--- src/rtl/mem_stage_if.sv ---
// Bundle of EX/MEM inputs, data-bus handshake and write-back outputs of the memory stage.
// master drives the upstream bundle and bus acks; slave is the memory stage itself.
interface mem_stage_if;
    logic [1:0]       in_valid;
    logic [1:0]       in_load;
    logic [1:0]       in_store;
    logic [1:0][1:0]  in_size;
    logic [1:0]       in_sign;
    logic [1:0][31:0] in_addr;
    logic [1:0][31:0] in_wdata;
    logic [1:0][31:0] in_alu;
    logic [1:0][4:0]  in_wreg;

    logic             stall_req;

    logic             data_req;
    logic             data_wr;
    logic [31:0]      data_addr;
    logic [31:0]      data_wdata;
    logic [3:0]       data_wstrb;
    logic             data_addr_ok;
    logic             data_data_ok;
    logic [31:0]      data_rdata;

    logic [1:0]       wb_valid;
    logic [1:0][4:0]  wb_reg;
    logic [1:0][31:0] wb_data;
    logic [1:0]       wb_exc;

    modport master (
        output in_valid, in_load, in_store, in_size, in_sign,
        output in_addr, in_wdata, in_alu, in_wreg,
        output data_addr_ok, data_data_ok, data_rdata,
        input  stall_req, data_req, data_wr, data_addr, data_wdata, data_wstrb,
        input  wb_valid, wb_reg, wb_data, wb_exc
    );

    modport slave (
        input  in_valid, in_load, in_store, in_size, in_sign,
        input  in_addr, in_wdata, in_alu, in_wreg,
        input  data_addr_ok, data_data_ok, data_rdata,
        output stall_req, data_req, data_wr, data_addr, data_wdata, data_wstrb,
        output wb_valid, wb_reg, wb_data, wb_exc
    );
endinterface

--- src/rtl/mem_stage.sv ---
// Dual-issue memory stage: serialises up to two loads/stores onto a single data bus
// and produces a registered write-back bundle, stalling EX/MEM while the bus is busy.
module mem_stage (
    input  logic        clk,
    input  logic        rst,
    mem_stage_if.slave  bus
);

    localparam int unsigned NSLOT = 2;
    localparam int unsigned XLEN  = 32;
    localparam int unsigned STRBW = 4;

    typedef enum logic [1:0] {IDLE, REQ, WAIT, DONE} state_t;

    state_t                      state_q;
    logic                        k_q;
    logic [NSLOT-1:0][XLEN-1:0]  ld_q;

    logic                        req_q;
    logic                        wr_q;
    logic [XLEN-1:0]             addr_q;
    logic [XLEN-1:0]             wdata_q;
    logic [STRBW-1:0]            wstrb_q;

    logic [NSLOT-1:0]            wb_valid_q;
    logic [NSLOT-1:0]            wb_exc_q;
    logic [NSLOT-1:0][4:0]       wb_reg_q;
    logic [NSLOT-1:0][XLEN-1:0]  wb_data_q;

    logic [NSLOT-1:0]            mem_raw;
    logic [NSLOT-1:0]            is_st;
    logic [NSLOT-1:0]            misal;
    logic [NSLOT-1:0]            exc;
    logic [NSLOT-1:0]            mem_op;
    logic [NSLOT-1:0]            wbv;
    logic [NSLOT-1:0][4:0]       wbr;
    logic [NSLOT-1:0][XLEN-1:0]  wbd;

    logic                        req_sel;
    logic                        go_req;
    logic [1:0]                  req_a;
    logic [1:0]                  req_sz;
    logic [XLEN-1:0]             req_wd;
    logic [STRBW-1:0]            req_strb;
    logic [XLEN-1:0]             req_wdat;

    logic [1:0]                  ld_a;
    logic [1:0]                  ld_sz;
    logic                        ld_sg;
    logic [XLEN-1:0]             ld_sh;
    logic [XLEN-1:0]             ld_fmt;

    logic                        stall_c;

    // Slot classification; a misaligned slot 0 kills slot 1 entirely.
    always_comb begin
        for (int i = 0; i < int'(NSLOT); i++) begin
            mem_raw[i] = bus.in_valid[i] & (bus.in_load[i] | bus.in_store[i]);
            is_st[i]   = bus.in_store[i] & ~bus.in_load[i];
            misal[i]   = mem_raw[i] &
                         (((bus.in_size[i] == 2'd1) & bus.in_addr[i][0]) |
                          (bus.in_size[i][1] & (bus.in_addr[i][1:0] != 2'd0)));
        end
        exc[0]    = misal[0];
        exc[1]    = misal[1] & ~misal[0];
        mem_op[0] = mem_raw[0] & ~misal[0];
        mem_op[1] = mem_raw[1] & ~misal[1] & ~misal[0];
        wbv[0]    = bus.in_valid[0] & ~exc[0];
        wbv[1]    = bus.in_valid[1] & ~exc[1] & ~misal[0];
        for (int i = 0; i < int'(NSLOT); i++) begin
            wbr[i] = (wbv[i] & ~is_st[i]) ? bus.in_wreg[i] : 5'd0;
            wbd[i] = (mem_op[i] & ~is_st[i]) ? ld_q[i] : bus.in_alu[i];
        end
    end

    // Bus request for the slot about to enter REQ: lowest mem op from IDLE, slot 1 from WAIT.
    always_comb begin
        req_sel = (state_q == IDLE) ? ~mem_op[0] : 1'b1;
        go_req  = ((state_q == IDLE) & (|mem_op)) |
                  ((state_q == WAIT) & bus.data_data_ok & ~k_q & mem_op[1]);
        req_a   = bus.in_addr[req_sel][1:0];
        req_sz  = bus.in_size[req_sel];
        req_wd  = bus.in_wdata[req_sel];
        if (req_sz == 2'd0) begin
            req_strb = STRBW'(4'b0001 << req_a);
            req_wdat = {4{req_wd[7:0]}};
        end else if (req_sz == 2'd1) begin
            req_strb = STRBW'(4'b0011 << req_a);
            req_wdat = {2{req_wd[15:0]}};
        end else begin
            req_strb = 4'b1111;
            req_wdat = req_wd;
        end
        if (!is_st[req_sel]) begin
            req_strb = '0;
        end
    end

    // Load lane select and extension for the active slot.
    always_comb begin
        ld_a  = bus.in_addr[k_q][1:0];
        ld_sz = bus.in_size[k_q];
        ld_sg = bus.in_sign[k_q];
        ld_sh = bus.data_rdata >> {ld_a, 3'b000};
        if (ld_sz == 2'd0) begin
            ld_fmt = {{24{ld_sg & ld_sh[7]}}, ld_sh[7:0]};
        end else if (ld_sz == 2'd1) begin
            ld_fmt = {{16{ld_sg & ld_sh[15]}}, ld_sh[15:0]};
        end else begin
            ld_fmt = ld_sh;
        end
    end

    // Must react in the same cycle a mem op shows up, otherwise EX/MEM would advance past it.
    assign stall_c = ((state_q == IDLE) & (|mem_op)) | (state_q == REQ) | (state_q == WAIT);

    always_ff @(posedge clk) begin
        if (rst) begin
            state_q    <= IDLE;
            k_q        <= 1'b0;
            ld_q       <= '0;
            req_q      <= 1'b0;
            wr_q       <= 1'b0;
            addr_q     <= '0;
            wdata_q    <= '0;
            wstrb_q    <= '0;
            wb_valid_q <= '0;
            wb_exc_q   <= '0;
            wb_reg_q   <= '0;
            wb_data_q  <= '0;
        end else begin
            case (state_q)
                IDLE: begin
                    if (|mem_op) begin
                        k_q     <= req_sel;
                        state_q <= REQ;
                    end else begin
                        wb_valid_q <= wbv;
                        wb_exc_q   <= exc;
                        wb_reg_q   <= wbr;
                        wb_data_q  <= wbd;
                    end
                end
                REQ: begin
                    // data_data_ok alongside addr_ok is deliberately ignored here.
                    if (bus.data_addr_ok) begin
                        req_q   <= 1'b0;
                        state_q <= WAIT;
                    end
                end
                WAIT: begin
                    if (bus.data_data_ok) begin
                        if (!is_st[k_q]) begin
                            ld_q[k_q] <= ld_fmt;
                        end
                        if (!k_q && mem_op[1]) begin
                            k_q     <= 1'b1;
                            state_q <= REQ;
                        end else begin
                            state_q <= DONE;
                        end
                    end
                end
                DONE: begin
                    wb_valid_q <= wbv;
                    wb_exc_q   <= exc;
                    wb_reg_q   <= wbr;
                    wb_data_q  <= wbd;
                    k_q        <= 1'b0;
                    state_q    <= IDLE;
                end
                default: state_q <= IDLE;
            endcase
            if (go_req) begin
                req_q   <= 1'b1;
                wr_q    <= is_st[req_sel];
                addr_q  <= bus.in_addr[req_sel];
                wdata_q <= req_wdat;
                wstrb_q <= req_strb;
            end
        end
    end

    assign bus.stall_req  = stall_c;
    assign bus.data_req   = req_q;
    assign bus.data_wr    = wr_q;
    assign bus.data_addr  = addr_q;
    assign bus.data_wdata = wdata_q;
    assign bus.data_wstrb = wstrb_q;
    assign bus.wb_valid   = wb_valid_q;
    assign bus.wb_exc     = wb_exc_q;
    assign bus.wb_reg     = wb_reg_q;
    assign bus.wb_data    = wb_data_q;

endmodule

--- src/flat_wrapper.sv ---
// flat-port wrapper written by rule: the top's interface ports become plain ports
module mem_stage_flat 
  (clk, rst, bus_in_valid, bus_in_load, bus_in_store, bus_in_size, bus_in_sign, bus_in_addr, bus_in_wdata, bus_in_alu, bus_in_wreg, bus_data_addr_ok, bus_data_data_ok, bus_data_rdata, bus_stall_req, bus_data_req, bus_data_wr, bus_data_addr, bus_data_wdata, bus_data_wstrb, bus_wb_valid, bus_wb_reg, bus_wb_data, bus_wb_exc);
  mem_stage_if bus_i ();
  input  logic clk;
  input  logic rst;
  input wire logic [$bits(bus_i.in_valid)-1:0] bus_in_valid;
  input wire logic [$bits(bus_i.in_load)-1:0] bus_in_load;
  input wire logic [$bits(bus_i.in_store)-1:0] bus_in_store;
  input wire logic [$bits(bus_i.in_size)-1:0] bus_in_size;
  input wire logic [$bits(bus_i.in_sign)-1:0] bus_in_sign;
  input wire logic [$bits(bus_i.in_addr)-1:0] bus_in_addr;
  input wire logic [$bits(bus_i.in_wdata)-1:0] bus_in_wdata;
  input wire logic [$bits(bus_i.in_alu)-1:0] bus_in_alu;
  input wire logic [$bits(bus_i.in_wreg)-1:0] bus_in_wreg;
  input wire logic [$bits(bus_i.data_addr_ok)-1:0] bus_data_addr_ok;
  input wire logic [$bits(bus_i.data_data_ok)-1:0] bus_data_data_ok;
  input wire logic [$bits(bus_i.data_rdata)-1:0] bus_data_rdata;
  output wire logic [$bits(bus_i.stall_req)-1:0] bus_stall_req;
  output wire logic [$bits(bus_i.data_req)-1:0] bus_data_req;
  output wire logic [$bits(bus_i.data_wr)-1:0] bus_data_wr;
  output wire logic [$bits(bus_i.data_addr)-1:0] bus_data_addr;
  output wire logic [$bits(bus_i.data_wdata)-1:0] bus_data_wdata;
  output wire logic [$bits(bus_i.data_wstrb)-1:0] bus_data_wstrb;
  output wire logic [$bits(bus_i.wb_valid)-1:0] bus_wb_valid;
  output wire logic [$bits(bus_i.wb_reg)-1:0] bus_wb_reg;
  output wire logic [$bits(bus_i.wb_data)-1:0] bus_wb_data;
  output wire logic [$bits(bus_i.wb_exc)-1:0] bus_wb_exc;
  assign bus_i.in_valid = bus_in_valid;
  assign bus_i.in_load = bus_in_load;
  assign bus_i.in_store = bus_in_store;
  assign bus_i.in_size = bus_in_size;
  assign bus_i.in_sign = bus_in_sign;
  assign bus_i.in_addr = bus_in_addr;
  assign bus_i.in_wdata = bus_in_wdata;
  assign bus_i.in_alu = bus_in_alu;
  assign bus_i.in_wreg = bus_in_wreg;
  assign bus_i.data_addr_ok = bus_data_addr_ok;
  assign bus_i.data_data_ok = bus_data_data_ok;
  assign bus_i.data_rdata = bus_data_rdata;
  assign bus_stall_req = bus_i.stall_req;
  assign bus_data_req = bus_i.data_req;
  assign bus_data_wr = bus_i.data_wr;
  assign bus_data_addr = bus_i.data_addr;
  assign bus_data_wdata = bus_i.data_wdata;
  assign bus_data_wstrb = bus_i.data_wstrb;
  assign bus_wb_valid = bus_i.wb_valid;
  assign bus_wb_reg = bus_i.wb_reg;
  assign bus_wb_data = bus_i.wb_data;
  assign bus_wb_exc = bus_i.wb_exc;
  mem_stage u_core (.clk(clk), .rst(rst), .bus(bus_i));
endmodule
--- config.mk ---
export PLATFORM = sky130hd
export DESIGN_NAME = mem_stage_flat
export DESIGN_NICKNAME = d
export VERILOG_FILES = /design/src/rtl/mem_stage_if.sv /design/src/rtl/mem_stage.sv /design/src/flat_wrapper.sv
export SDC_FILE = /design/constraint.sdc
export NUM_CORES = 1
export LEC_CHECK = 0
export ABC_AREA = 0
export CAP_MARGIN = 30
export CORE_UTILIZATION = 41
export CTS_BUF_LIST = sky130_fd_sc_hd__clkbuf_16
export DETAILED_ROUTE_END_ITERATION = 8
export GPL_TIMING_DRIVEN = 0
export MAX_ROUTING_LAYER = met4
export PLACE_DENSITY_LB_ADDON = 0.1
export SYNTH_ARGS = -nofsm -noshare
export SYNTH_HDL_FRONTEND = slang
export SYNTH_SLANG_ARGS = --single-unit
--- constraint.sdc ---
create_clock -name clk -period 2.6 [get_ports clk]
set_clock_uncertainty 0.05 [all_clocks]
set_input_delay 0.26 -clock clk [delete_from_list [all_inputs] [get_ports clk]]
set_output_delay 0.26 -clock clk [all_outputs]
set_load 0.1 [all_outputs]
Word level (Yosys, flattened, before mapping)
Cells that the tools add are included.
Storage, ports and cells
  word-level logic and storage cells: 146
  bits of input ports: 250
  flip-flop bits (word level): 215
Cells by class
  reduce and logical (&&, ||, !) cells: 18
  equal/unequal tests: 12
  shifts and indexed selects: 3
  order comparisons: 3
  mux-type cells: 51
  bitwise logic cells: 44
Operator list (count)
  32-bit 2-to-1 mux: 11
  64-bit one-hot mux with 2 select lines: 1
  64-bit bitwise mux: 1
  64-bit 2-to-1 mux: 1
  32-bit demux with 1-bit select: 1
  32-bit by 5-bit right shift with 32-bit output: 1
  1-bit AND: 27
  2-bit 2-to-1 mux: 12
  10-bit one-hot mux with 2 select lines: 1
  1-bit 2-to-1 mux: 13
  4-bit 2-to-1 mux: 3
  2-bit by 1-bit equality test with 1-bit output (second input constant): 5
  10-bit 2-to-1 mux: 1
  5-bit 2-to-1 mux: 2
  2-bit inequality test (second input constant): 5
  1-bit NOT: 10
  2-bit nonzero test: 5
  2-bit one-hot mux with 2 select lines: 2
  2-bit one-hot mux with 4 select lines: 1
  1-bit OR: 7
  2-bit logical NOT: 3
  3-bit AND reduction: 2
  2-bit equality test (second input constant): 2
  1-bit by 2-bit less-than comparator with 1-bit output (second input constant): 2
  other kinds (10): 12

Depth between registers and ports, before layout
  word-level depth: 14
  depth in mapped cells: 11

Worst setup path after synthesis
Ideal clock, no wire load.
  kind: input to register
  start: input port bus_in_addr[1]
  end: register u_core.wstrb_q[2], in the netlist u_core.bus.data_wstrb[2]
  library setup time: 0.132 ns
  data arrival time: 2.298 ns
  path slack: 0.120 ns
  cell stages on the path: 11
  required time: 2.418 ns
  path buffers: 3
  cells stage by stage: buf_2 > a21oi_2 > o211ai_2 > buf_4 > buf_2 > mux2_2 > ha_1 > a211oi_1 > nor3_1 > o311ai_1 > a21oi_1
Between the ends
  cells in the longest elaborated chain, start to end: 14
RTL lines
  start: declaration: RTL line flat_wrapper.sv:12  | input wire logic [$bits(bus_i.in_addr)-1:0] bus_in_addr;
  2-bit nonzero test: RTL line mem_stage.sv:62  | (bus.in_size[i][1] & (bus.in_addr[i][1:0] != 2'd0)));
  1-bit AND: RTL line mem_stage.sv:62
  1-bit OR: RTL line mem_stage.sv:61  | (((bus.in_size[i] == 2'd1) & bus.in_addr[i][0]) |
  1-bit AND: RTL line mem_stage.sv:60  | misal[i] = mem_raw[i] &
  1-bit NOT: RTL line mem_stage.sv:66, mem_stage.sv:67
  1-bit AND: RTL line mem_stage.sv:66  | mem_op[0] = mem_raw[0] & ~misal[0];
  1-bit NOT: RTL line mem_stage.sv:78  | req_sel = (state_q == IDLE) ? ~mem_op[0] : 1'b1;
  1-bit 2-to-1 mux: RTL line mem_stage.sv:78
  32-bit 2-to-1 mux (not written as such) / 2-bit 2-to-1 mux (equally long branches): RTL line mem_stage.sv:81, mem_stage.sv:82
  32-bit 2-to-1 mux / 2-bit 2-to-1 mux (equally long branches)
  2-bit by 2-bit left shift with 4-bit output / 2-bit by 1-bit equality test with 1-bit output (equally long branches): RTL line mem_stage.sv:88, mem_stage.sv:87
  4-bit 2-to-1 mux: RTL line mem_stage.sv:87  | end else if (req_sz == 2'd1) begin
  4-bit 2-to-1 mux: RTL line mem_stage.sv:84  | if (req_sz == 2'd0) begin
  4-bit 2-to-1 mux: RTL line mem_stage.sv:94  | if (!is_st[req_sel]) begin
  end signal: assignment: RTL line mem_stage.sv:179  | wstrb_q <= req_strb;
  end: declaration: RTL line mem_stage.sv:23  | logic [STRBW-1:0] wstrb_q;
Several ways; a longest one is shown, not always the timed one. The select of a mux whose other input is x is not followed.
A chain may end at the register's enable or synchronous reset.

Worst setup path after layout
  start: input port bus_in_size[3]
  end: output port bus_stall_req
Between the ends
  cells in the longest elaborated chain, start to end: 11
RTL lines
  start: declaration: RTL line flat_wrapper.sv:10  | input wire logic [$bits(bus_i.in_size)-1:0] bus_in_size;
  2-bit by 1-bit equality test with 1-bit output: RTL line mem_stage.sv:61
  1-bit AND: RTL line mem_stage.sv:61
  1-bit OR *: RTL line mem_stage.sv:61
  1-bit AND *: RTL line mem_stage.sv:60
  1-bit NOT *: RTL line mem_stage.sv:67  | mem_op[1] = mem_raw[1] & ~misal[1] & ~misal[0];
  1-bit AND * (2 in a row): RTL line mem_stage.sv:67
  2-bit OR reduction *: RTL line mem_stage.sv:115  | assign stall_c = ((state_q == IDLE) & (|mem_op)) | (state_q == REQ) | (state_q == WAIT);
  1-bit AND *: RTL line mem_stage.sv:115
  1-bit OR * (2 in a row): RTL line mem_stage.sv:115
  end: declaration: RTL line flat_wrapper.sv:19  | output wire logic [$bits(bus_i.stall_req)-1:0] bus_stall_req;
Every way passes the cells marked *; elsewhere a longest branch is shown, timed or not.

==> impl_metrics.ini <==
[run_status]
status = finished, final reports clean

[routing]
wl_per_cell_um = 20.3
drcViolationCount = 0
dr.pass1.iters = 5
drtAntennaViolNets = 0
drtIter0Drc = 926
via_per_inst = 5.52
vias = 11300
drt_wl_total_um = 41600

[power]
netSwitchingPower_uw = 5250
power_frac_comb_pct = 40.5
seqPwrFrac_pct = 30.2
ir_drop_v = 0.000540
leakagePower_uw = 0.00593
powerDensity_nw_per_um2 = 789
p_sw_share_pct = 41.7
power_uw = 12600
p_int_uw = 7350
clockPowerShare_pct = 29.3

[synthesis]
synth_edf_count = 0
synth_top_area_cell = dfxtp_1
synthTopCellsByArea = dfxtp_1 (41%), nand2_1 (8.7%), mux2i_1 (6.7%), nor2_1 (6.5%), a311oi_1 (6.3%)
seq_area_frac_synth_pct = 40.6
syn_area_um2 = 10600
ys_dominant_reg_cell = dfxtp_1
netlist_instances = 1279
synth_common_cells = nand2_1 (245), dfxtp_1 (215), nor2_1 (184), a21oi_1 (84), a311oi_1 (76)
yosysUniqueCellTypes = 67
synth_most_common_cell = nand2_1
ys_ff_latch = 215
syn_avg_cell_area_um2 = 8.28
async_flop_share_pct = 0
yosysWarnings = 0
syn-num-nets = 1530
synth_top_area_share_pct = 40.6

[floorplan]
coreArea_um2 = 25300
fp.dieW_um = 163
rows = 58
start_util_pct = 41.9
io_pins = 399
die_h_um = 163
die-area_um2 = 26500

[critical_path]
path_cells = clkdlybuf4s50_1 -> nor2_4 -> o211a_1 -> o21ai_4 -> inv_4 -> buf_8
criticalPathCategory = in2out
critPathCaptureType = output pin
cp_slowest_stage_delay_ns = 0.69
cp.required_ns = 2.29
cp.arrival_ns = 2.18
cp_max_fo = 16
crit_family = buffers and inverters
slowest_stage = clkdlybuf4s50_1
cp_num_buf_inv = 3
reg2reg_setup_slack_ns = 0.18
critPathLaunchType = input port

[clock_tree]
postCtsHoldBufs = 0
cts.path.max_buffers = 3
cts_tree = done
cts_buffers = 25
clock_sinks = 215
worstSkewPairLatency_ns = 0.53
clockRootBuffer = clkbuf_16
cts-htree-levels = 1
clk_pin_slew_ns = 0.07

[sta]
rsz0062_at_grt = false
setup_viol = 0
fin_crit_sh_pct = 95.8
slew_headroom_pct = 30.6
hold_violations = 0
worst_pin_slew_ns = 1.04
whs_ns = 0.247
max_freq_ghz = 0.401
period_minus_slack_ns = 2.49
slew_violations = 0
fin_ws_ns = 0.109

[place]
hpwl_um = 31900
port_buffers = 394
pre_cts_slack_ns = -1.04
postPlaceCellArea_um2 = 15100
post-place-cells = 2007
gp_congestion = 0.944

[final_layout]
fill_cells = 2285
fin_area_um2 = 16000
nets = 1954
drive_gt1_share_pct = 9.94
fin_cells = 2055
synthToLayoutAreaGrowth_pct = 50.8

[hold_path]
hold_path.class = in2reg

[global_route]
grt_max_degree = 17
track_usage_pct = 31.5
grt_pass1_vias = 11100
antenna_found_initial = 4
overflow = 0
grt_first_pass_wirelength_um = 63000

[job]
maxCapViolCount = 0
-- cell families (layout without fill, tap and decap cells) --
kind of cell / Yosys count / after routing / share of synthesized area [%]
flops: 215 / 215 / 40.6
simple gates: 531 / 531 / 21.3
buf+inv: 119 / 561 / 5.69
mux: 95 / 95 / 9.53
other cells: 0 / 4 / 0
compound gates: 318 / 318 / 22.8
fa+ha+maj: 1 / 1 / 0.118
-- tightest hold or removal path, stage by stage --
cell and delay (ns):
clkdlybuf4s50_1 0.40, nand3_1 0.06, a21oi_1 0.06
-- worst paths after layout --
kind	from	cells past startpoint	to
hold reg to reg	u_core.bus.wb_reg[6]$_SDFFE_PP0P_	2	u_core.bus.wb_reg[6]$_SDFFE_PP0P_
hold / removal	bus_in_wreg[4]	3	u_core.bus.wb_reg[4]$_SDFFE_PP0P_
setup / recovery	bus_in_size[3]	6	bus_stall_req
setup reg to reg	u_core.state_q[1]$_SDFFE_PP0P_	9	u_core.bus.data_wstrb[3]$_SDFFE_PP0P_
-- cell type report --
cell class	count	area, um2	share of cell area [%]
inverter	4	17.5	0.110
timing repair buffer	399	4070	25.5
clock buffer	25	626	3.92
clock inverter	20	223	1.39
multi-input combinational	945	5730	35.9
antenna	4	10.0	0.0627
buffer	113	589	3.69
sequential	215	4300	26.9
tap	330	413	2.58
-- per-stage QoR --
stage / TNS [ns] / utilization, %
5_1_grt: 0 / 63.3
6_report: 0 / 63.3
4_1_cts: 0 / 63.1
3_3_place_gp: -15.72 / 59.2
2_1_floorplan: 0 / -
3_5_place_dp: -19.03 / 59.6
-- metal layers --
layer,wire length (um),GRT usage [%]
met1,18400,40.8
met2,18900,49.0
met3,3120,6.04
met4,1300,10.9
met5,0,-
-- cell usage in the layout, fill, tap and decap left out, types with 4 or more instances in the layout --
cell | Yosys | routed
clkdlybuf4s50_1 | 0 | 393
nand2_1 | 245 | 245
dfxtp_1 | 215 | 215
nor2_1 | 184 | 184
a21oi_1 | 84 | 84
a311oi_1 | 76 | 76
mux2i_1 | 71 | 71
buf_2 | 56 | 51
a211oi_1 | 51 | 50
clkbuf_1 | 38 | 38
a22oi_1 | 26 | 26
clkbuf_16 | 0 | 25
nor3_1 | 23 | 23
mux2_2 | 19 | 19
nand3_1 | 16 | 16
buf_4 | 11 | 14
o211ai_1 | 11 | 11
nand3b_1 | 10 | 10
a221o_1 | 9 | 9
a221oi_1 | 9 | 9
and3_1 | 9 | 9
or3_1 | 8 | 8
nor2b_1 | 7 | 7
buf_6 | 6 | 7
o2bb2ai_1 | 7 | 7
clkinv_2 | 0 | 7
o2111ai_1 | 6 | 6
inv_1 | 3 | 6
nand2b_1 | 5 | 5
nor2_4 | 3 | 5
bufinv_16 | 0 | 5
diode_2 | 0 | 4
a21o_1 | 4 | 4
buf_1 | 4 | 4
buf_16 | 0 | 4
-- what timing repair did --
| item | 4_1_cts | 5_1_grt |
|---|---|---|
| gates resized for setup | 14 | 8 |
| pin swaps | 0 | 5 |
| setup buffers | 1 | 0 |
| endpoints found under the setup margin | 3 | 3 |
-- power by group through the flow --
stage          clock (uW)  combinational (uW)  sequential (uW)
6_report             3700                5100             3800
5_1_grt              3880                5320             3840
4_1_cts              3740                5080             3800
3_5_place_dp            0                5050             3860
3_3_place_gp            0                4970             3860
2_1_floorplan           0                1330             6040
Note: power is estimated with default switching activity, not from simulation.
